==> src/rtl/shift_dir_pkg.sv <==
// Shared bit-order type for the serializer/deserializer pair.
//   MSB_FIRST : word bit N-1 travels first on the serial line.
//   LSB_FIRST : word bit 0 travels first on the serial line.
package shift_dir_pkg;

   typedef enum logic {
      MSB_FIRST = 1'b0,
      LSB_FIRST = 1'b1
   } shift_direction_t_;

endpackage

==> src/rtl/serial_to_parallel_converter.sv <==
// Deserializer: assembles a framed serial bitstream into N-bit words and presents each
// completed word on a valid/ready handshake. Bits that arrive while a finished word is
// still waiting for the consumer are dropped and recorded in a sticky overrun flag.
//
// Ports:
//   clk        clock
//   rst        synchronous, active-high reset
//   i_en       serial bit qualifier
//   i_start    with i_en, marks the current bit as bit 0 of a new word
//   direction  bit order, latched on frame-start cycles only
//   i_serial   serial data bit
//   o_data     assembled word, held until the next word completes
//   o_valid    word available
//   i_ready    consumer accepts the word when o_valid & i_ready
//   o_busy     frame in progress
//   o_overrun  sticky: a qualified bit was dropped while a word was pending
module serial_to_parallel_converter
   import shift_dir_pkg::*;
#(
   parameter int unsigned N = 4
) (
   input  logic              clk,
   input  logic              rst,
   input  logic              i_en,
   input  logic              i_start,
   input  shift_direction_t_ direction,
   input  logic              i_serial,
   output logic [N-1:0]      o_data,
   output logic              o_valid,
   input  logic              i_ready,
   output logic              o_busy,
   output logic              o_overrun
);

   localparam int unsigned CntW = $clog2(N + 1);

   typedef enum logic [1:0] {
      StIdle,
      StShift,
      StDone
   } state_e;

   state_e            state_q, state_d;
   logic [N-1:0]      shift_q, shift_d;
   logic [CntW-1:0]   count_q, count_d;
   shift_direction_t_ dir_q, dir_d;
   logic [N-1:0]      data_q, data_d;
   logic              overrun_q, overrun_d;

   logic [N-1:0]      shift_cont;   // current frame extended by the incoming bit
   logic [N-1:0]      shift_first;  // fresh frame holding only the incoming bit
   logic              frame_start;

   function automatic logic [N-1:0] shift_in(input logic [N-1:0] s, input logic b,
                                             input shift_direction_t_ d);
      if (d == MSB_FIRST) begin
         return {s[N-2:0], b};
      end
      return {b, s[N-1:1]};
   endfunction

   assign shift_cont  = shift_in(shift_q, i_serial, dir_q);
   assign shift_first = shift_in('0, i_serial, direction);
   assign frame_start = i_en & i_start;

   always_comb begin
      state_d   = state_q;
      shift_d   = shift_q;
      count_d   = count_q;
      dir_d     = dir_q;
      data_d    = data_q;
      overrun_d = overrun_q;

      unique case (state_q)
         StIdle: begin
            // Qualified bits without a start are noise between frames.
            if (frame_start) begin
               dir_d   = direction;
               shift_d = shift_first;
               count_d = CntW'(1);
               state_d = StShift;
            end
         end

         StShift: begin
            if (frame_start) begin
               // Resync: drop the partial word, this bit begins a new one.
               dir_d   = direction;
               shift_d = shift_first;
               count_d = CntW'(1);
            end else if (i_en) begin
               shift_d = shift_cont;
               if (count_q == CntW'(N - 1)) begin
                  data_d  = shift_cont;
                  count_d = '0;
                  state_d = StDone;
               end else begin
                  count_d = count_q + CntW'(1);
               end
            end
         end

         StDone: begin
            if (i_ready) begin
               if (frame_start) begin
                  dir_d   = direction;
                  shift_d = shift_first;
                  count_d = CntW'(1);
                  state_d = StShift;
               end else begin
                  state_d = StIdle;
               end
            end
            // Only a start coinciding with the handshake is consumed; any other
            // qualified bit has nowhere to go.
            if (i_en && !(i_ready && i_start)) begin
               overrun_d = 1'b1;
            end
         end

         default: begin
            state_d = StIdle;
         end
      endcase
   end

   always_ff @(posedge clk) begin
      if (rst) begin
         state_q   <= StIdle;
         shift_q   <= '0;
         count_q   <= '0;
         dir_q     <= MSB_FIRST;
         data_q    <= '0;
         overrun_q <= 1'b0;
      end else begin
         state_q   <= state_d;
         shift_q   <= shift_d;
         count_q   <= count_d;
         dir_q     <= dir_d;
         data_q    <= data_d;
         overrun_q <= overrun_d;
      end
   end

   assign o_data    = data_q;
   assign o_valid   = (state_q == StDone);
   assign o_busy    = (state_q == StShift);
   assign o_overrun = overrun_q;

endmodule

==> config.mk <==
export PLATFORM = sky130hd
export DESIGN_NAME = serial_to_parallel_converter
export DESIGN_NICKNAME = d
export VERILOG_FILES = /design/src/rtl/shift_dir_pkg.sv /design/src/rtl/serial_to_parallel_converter.sv
export SDC_FILE = /design/constraint.sdc
export NUM_CORES = 1
export LEC_CHECK = 0
export CAP_MARGIN = 20
export CORE_UTILIZATION = 43
export CTS_BUF_LIST = sky130_fd_sc_hd__clkbuf_4
export CTS_CLUSTER_DIAMETER = 100
export CTS_CLUSTER_SIZE = 25
export DETAILED_ROUTE_END_ITERATION = 10
export PLACE_DENSITY = 0.79
export SYNTH_ARGS = -nofsm -noshare
export SYNTH_HDL_FRONTEND = slang
export SYNTH_SLANG_ARGS = --single-unit
==> constraint.sdc <==
create_clock -name clk -period 1.3 [get_ports clk]
set_input_delay 0.39 -clock clk [delete_from_list [all_inputs] [get_ports clk]]
set_output_delay 0.39 -clock clk [all_outputs]
set_load 0.02 [all_outputs]
**Word-level counts from Yosys, hierarchy flattened**

Cells that the tools add are included.

- Add/sub/neg operators: 1
- $mul: 0
- Div/mod/pow operators: 0
- $lt $le $gt $ge: 0
- Eq/ne operators: 9
- Shift-type cells: 0
- Multiplexer cells: 23
- Bitwise operators: 2
- Reduce and logical (&&, ||, !) cells: 12

Operators with widths:

| kind | number |
|---|---|
| two-way mux 4 bit | 6 |
| two-way mux 3 bit | 5 |
| one-hot mux 4 bit (3 select lines) | 1 |
| two-way mux 2 bit | 5 |
| one-hot mux 3 bit (3 select lines) | 1 |
| != test 2 bit (second input constant) | 3 |
| one-hot mux 2 bit (3 select lines) | 1 |
| AND reduction 5 bit | 1 |
| != test 2 x 1 -> 1 bit (second input constant) | 2 |
| AND reduction 2 bit | 2 |
| AND reduction 4 bit | 1 |
| adder 3 x 1 -> 3 bit (second input constant) | 1 |
| == test 3 x 2 -> 1 bit (second input constant) | 1 |
| two-way mux 1 bit | 3 |
| != test 3 x 2 -> 1 bit (second input constant) | 1 |
| AND reduction 3 bit | 1 |
| nonzero test 3 bit | 1 |
| == test 2 x 1 -> 1 bit (second input constant) | 1 |
| == test 2 bit (second input constant) | 1 |
| logical AND 1 bit | 2 |
| logical NOT 2 bit | 1 |
| one-hot mux 1 bit (2 select lines) | 1 |
| nonzero test 2 bit | 1 |
| OR reduction 2 bit | 1 |
| 3 further kinds | 3 |

- Bits in registers: 15
- Latch bits: 0
- Bits in writable memories: 0
- Bits in read-only memories: 0
- Bits of input ports: 7
- Output and inout bits: 7
- Word-level logic and storage cells: 53
- Memories: 0

**Logic depth before layout (Yosys ltp)**

- Depth after elaboration: 5
- Mapped depth: 6
- Depth with buffers taken out: 5

**Worst setup path before layout**

OpenSTA, ideal clock, no wires.

- Path type: register to register
- Start: register count_q[0]
- End: register data_q[1], in the netlist o_data[1]
- Library setup time: 0.128 ns
- Data arrival time: 1.225 ns
- Required time: 1.172 ns
- Slack: -0.053 ns
- Cell stages (with the launch flop): 7
- Path buffers: 1
- Period minus slack after synthesis: 1.353 ns
- Path through: dfxtp_1 -> ha_1 -> nor2b_1 -> and4b_1 -> buf_6 -> mux2i_1 -> nor2_1

- Cells in the longest elaborated chain, start to end: 2

RTL lines:

| what | line | RTL |
|---|---|---|
| from (decl) | serial_to_parallel_converter.sv:45 | `logic [CntW-1:0] count_q, count_d;` |
| from (signal assigned) | serial_to_parallel_converter.sv:138 | `count_q <= count_d;` |
| == test 3 x 2 -> 1 bit | serial_to_parallel_converter.sv:93 | `if (count_q == CntW'(N - 1)) begin` |
| AND reduction 4 bit (no source line) | n/a |  |
| to (signal assigned) | serial_to_parallel_converter.sv:140 | `data_q <= data_d;` |
| to (decl) | serial_to_parallel_converter.sv:47 | `logic [N-1:0] data_q, data_d;` |

No other way between the ends.
A chain may end at the register's enable or synchronous reset.

**Final worst setup path**

- Start: register state_q[0]
- End: output o_valid

- Cells in the longest elaborated chain, start to end: 1

RTL lines:

| what | line | RTL |
|---|---|---|
| from (decl) | serial_to_parallel_converter.sv:43 | `state_e state_q, state_d;` |
| from (signal assigned) | serial_to_parallel_converter.sv:129 | `state_q <= StIdle;` |
| from (signal assigned) | serial_to_parallel_converter.sv:136 | `state_q <= state_d;` |
| == test 2 bit | serial_to_parallel_converter.sv:146 | `assign o_valid = (state_q == StDone);` |
| to (decl) | serial_to_parallel_converter.sv:29 | `output logic o_valid,` |

No other way between the ends.

==> metrics.json <==
{
  "power": {
    "internal-power_w": 0.000662,
    "finalPower_w": 0.000905,
    "netSwitchingFraction": 0.269,
    "power.share.clock": 0.308,
    "power.net_switching_w": 0.000244,
    "power_per_cell_area_nw_per_um2": 885,
    "pwr-share-comb": 0.160,
    "power_frac_seq": 0.532,
    "leakagePower_nw": 0.431,
    "irDropWorstVdd_v": 0.000728
  },
  "grt": {
    "grt_pass1_wl_um": 3020,
    "antenna_violations_before_repair": 0,
    "maximum_number_of_pins_on_one_net_before_global_route_repair": 10,
    "first_global_vias": 665,
    "gr-usage-all-layers": 0.231,
    "grt_remaining_overflow": 0
  },
  "hold_path": {
    "hold_path.class": "flop to flop"
  },
  "routing": {
    "postRouteWirelength_um": 1680,
    "vias": 650,
    "postRouteAntennaNets": 0,
    "initialDrtViolationCount": 17,
    "routed_wl_per_cell_um": 13.7,
    "detail_route.drc_violations": 0,
    "drtPass1Iterations": 4,
    "viasPerCell": 5.28
  },
  "timing": {
    "finalWorstPathRequiredPeriod_ps": 1370,
    "clock-skew-final_ps": 3.30,
    "hold_slack_ps": 472,
    "timing.final.setup_violations": 5,
    "worst_max_slew_margin_expressed_relative_to_the_limit": 0.789,
    "grt_setup_unrepaired": "yes",
    "worstMarginPinSlew_ps": 315,
    "layout_worst_path_cycle_share": 1.05,
    "fmax_ghz": 0.732,
    "timing_hold_violations_final": 0,
    "slew_viol_final": 0,
    "final.setup.worst_slack_ps": -66.5
  },
  "logic_synthesis": {
    "syn-num-nets": 84,
    "number_of_enable_flip_flop_cells_after_synthesis": 0,
    "synthesis.yosys.warnings": 0,
    "post_synthesis_instance_area_sq_um": 706,
    "syn-instance-count": 76,
    "yosys_register_bits": 15,
    "async_reset_ff_frac": 0,
    "post_synth_num_cell_types": 31,
    "synth.avg_cell_area_sq_um": 9.29,
    "postSynth.topFlopCell": "sky130_fd_sc_hd__dfxtp_1",
    "synth-seq-area-share": 0.426
  },
  "worst_setup_path": {
    "crit_path_end_kind": "output pin",
    "critPathKind": "flop to output pin",
    "cp_slowest_cell": "sky130_fd_sc_hd__dfxtp_2",
    "slowest_delay_ps": 340,
    "worst-path-max-fanout": 3,
    "timing.critical_path.from_type": "flop",
    "critical_path_required_ps": 910,
    "crit_chain": "and2b_1 > buf_6",
    "worst-endpoint-arrival_ps": 980
  },
  "die": {
    "horizontal_die_dimension_um": 42.5,
    "floorplan.io_pins": 14,
    "floorplan.rows": 14,
    "die_span_y_um": 42.5,
    "initial_core_util": 0.463,
    "fp.coreArea_sq_um": 1520,
    "fp.dieArea_sq_um": 1810
  },
  "clocking": {
    "htreeDepth": 1,
    "cts_max_path_buffers": 2,
    "worst_setup_hold_path_clk_slew_ps": 90,
    "cts-root-buf": "sky130_fd_sc_hd__clkbuf_4",
    "clk_latency_ps": 300,
    "cts_made_buffers": 3,
    "numClockSinks": 15,
    "cts_tree": "yes"
  },
  "flow_run": {
    "cap_violations": 0
  },
  "finish": {
    "layout_cell_share_with_drive_strength_beyond_1": 0.411,
    "antennaDiodeCount": 0,
    "syn_to_final_growth_pct": 44.9,
    "final.fill_count": 132,
    "layout.core_utilization": 0.671,
    "nNetsFinal": 116,
    "layout.cells.non_filler": 123
  },
  "placement": {
    "detailedPlace.worstSlack_ps": -415,
    "dp_hpwl_um": 1190,
    "numPortBuffers": 13,
    "gpl.final_weighted_congestion": 0.765,
    "place_inst": 119
  },
  "outcome": {
    "status": "complete, but fails checks",
    "violations": "setup timing"
  }
}
## cells in the mapped netlist (2+ instances only)
library cell | n | area [sq um]
sky130_fd_sc_hd__mux2i_1 | 5 | 50.1
sky130_fd_sc_hd__nand3_1 | 3 | 15.0
sky130_fd_sc_hd__o21ai_0 | 2 | 10.0
sky130_fd_sc_hd__dfxtp_1 | 15 | 300
sky130_fd_sc_hd__nand2_1 | 10 | 37.5
sky130_fd_sc_hd__nor2_1 | 9 | 33.8
sky130_fd_sc_hd__a21oi_1 | 6 | 30.0
sky130_fd_sc_hd__mux2_2 | 3 | 33.8
## metal layers
| metal | routed length (um) | global-route usage | vias up |
|---|---|---|---|
| met5 | 0 | 0 | - |
| met4 | 44 | 0.150 | 0 |
| met3 | 61 | 0.0819 | 5 |
| met2 | 764 | 0.342 | 10 |
| met1 | 811 | 0.281 | 301 |
| li1 | - | - | 334 |
## state kept, by name, indices dropped and copies added (netlist names)
register and flops:
o_data 4, shift_q 4, count_q 3, state_q 2
dir_q 1, o_overrun 1
## critical path: cells and delay by family (launching register included)
family	cells	cell delay, ps
buffers and inverters	1	120
and+or+nand+nor	1	220
DFF	1	340
## final cells by class
cell class	instances	area, sq um	share of cell area
clock inverter	1	5.00	0.00490
tap	16	20.0	0.0196
multi-input combinational	59	438	0.428
clock buffer	3	22.5	0.0220
sequential	15	305	0.299
timing repair buffer	28	228	0.223
inverter	1	3.75	0.00367
## placed cells by master (no fill, tap or decap), types with 3 or more instances in the layout
| cell type | synthesis | final |
|---|---|---|
| sky130_fd_sc_hd__nand3_1 | 3 | 3 |
| sky130_fd_sc_hd__dfxtp_2 | 0 | 4 |
| sky130_fd_sc_hd__buf_4 | 0 | 13 |
| sky130_fd_sc_hd__clkbuf_4 | 0 | 3 |
| sky130_fd_sc_hd__nand2_1 | 10 | 9 |
| sky130_fd_sc_hd__a21oi_1 | 6 | 6 |
| sky130_fd_sc_hd__nor2_1 | 9 | 9 |
| sky130_fd_sc_hd__mux2i_1 | 5 | 5 |
| sky130_fd_sc_hd__mux2_2 | 3 | 3 |
| sky130_fd_sc_hd__buf_2 | 0 | 5 |
| sky130_fd_sc_hd__clkdlybuf4s50_1 | 0 | 3 |
| sky130_fd_sc_hd__buf_6 | 1 | 4 |
| sky130_fd_sc_hd__dfxtp_1 | 15 | 11 |
## stage by stage
stage / setup TNS [ps] / instance area (sq um)
global route: -416 / 1020
detailed placement: -5180 / 968
CTS: -224 / 1030
floorplan: 0 / 713
global placement: -4720 / 968
finish: -96.0 / 1020
## path summary, 6_finish.rpt
check                                start          to  slack (ps)  depth (start not counted)
worst max-delay path            state_q[0]     o_valid         -70                          2
worst min-delay path            count_q[1]  count_q[1]         470                          2
worst max register to register  count_q[0]   o_data[2]         -10                          5
worst min register to register  count_q[1]  count_q[1]         470                          2
## power groups by stage
stage / sequential, W / clock (W) / combinational, W
after floorplan: 0.000488 / 0 / 0.0000636
after CTS: 0.000481 / 0.000288 / 0.000136
after detailed placement: 0.000489 / 0 / 0.000131
final: 0.000481 / 0.000279 / 0.000145
after global placement: 0.000489 / 0 / 0.000128
after global routing: 0.000483 / 0.000311 / 0.000160
## what timing repair did
| item | CTS | global route |
|---|---|---|
| gates resized for setup | 40 | 10 |
| buffers inserted | 0 | 1 |
| hold buffers | 0 | 0 |
| pin swaps | 1 | 1 |
| cloned | 1 | 0 |
| endpoints found under the setup margin | 19 | 18 |
## cells by family (layout without fill, tap and decap cells)
kind of cell / after synthesis / count (layout) / share of synthesized area
simple gates: 32 / 32 / 0.241
fa+ha+maj: 1 / 1 / 0.0177
mux: 8 / 8 / 0.119
compound gates: 17 / 18 / 0.170
flops: 15 / 15 / 0.426
buf+inv: 3 / 33 / 0.0266
(Power assumes the default switching activity.)
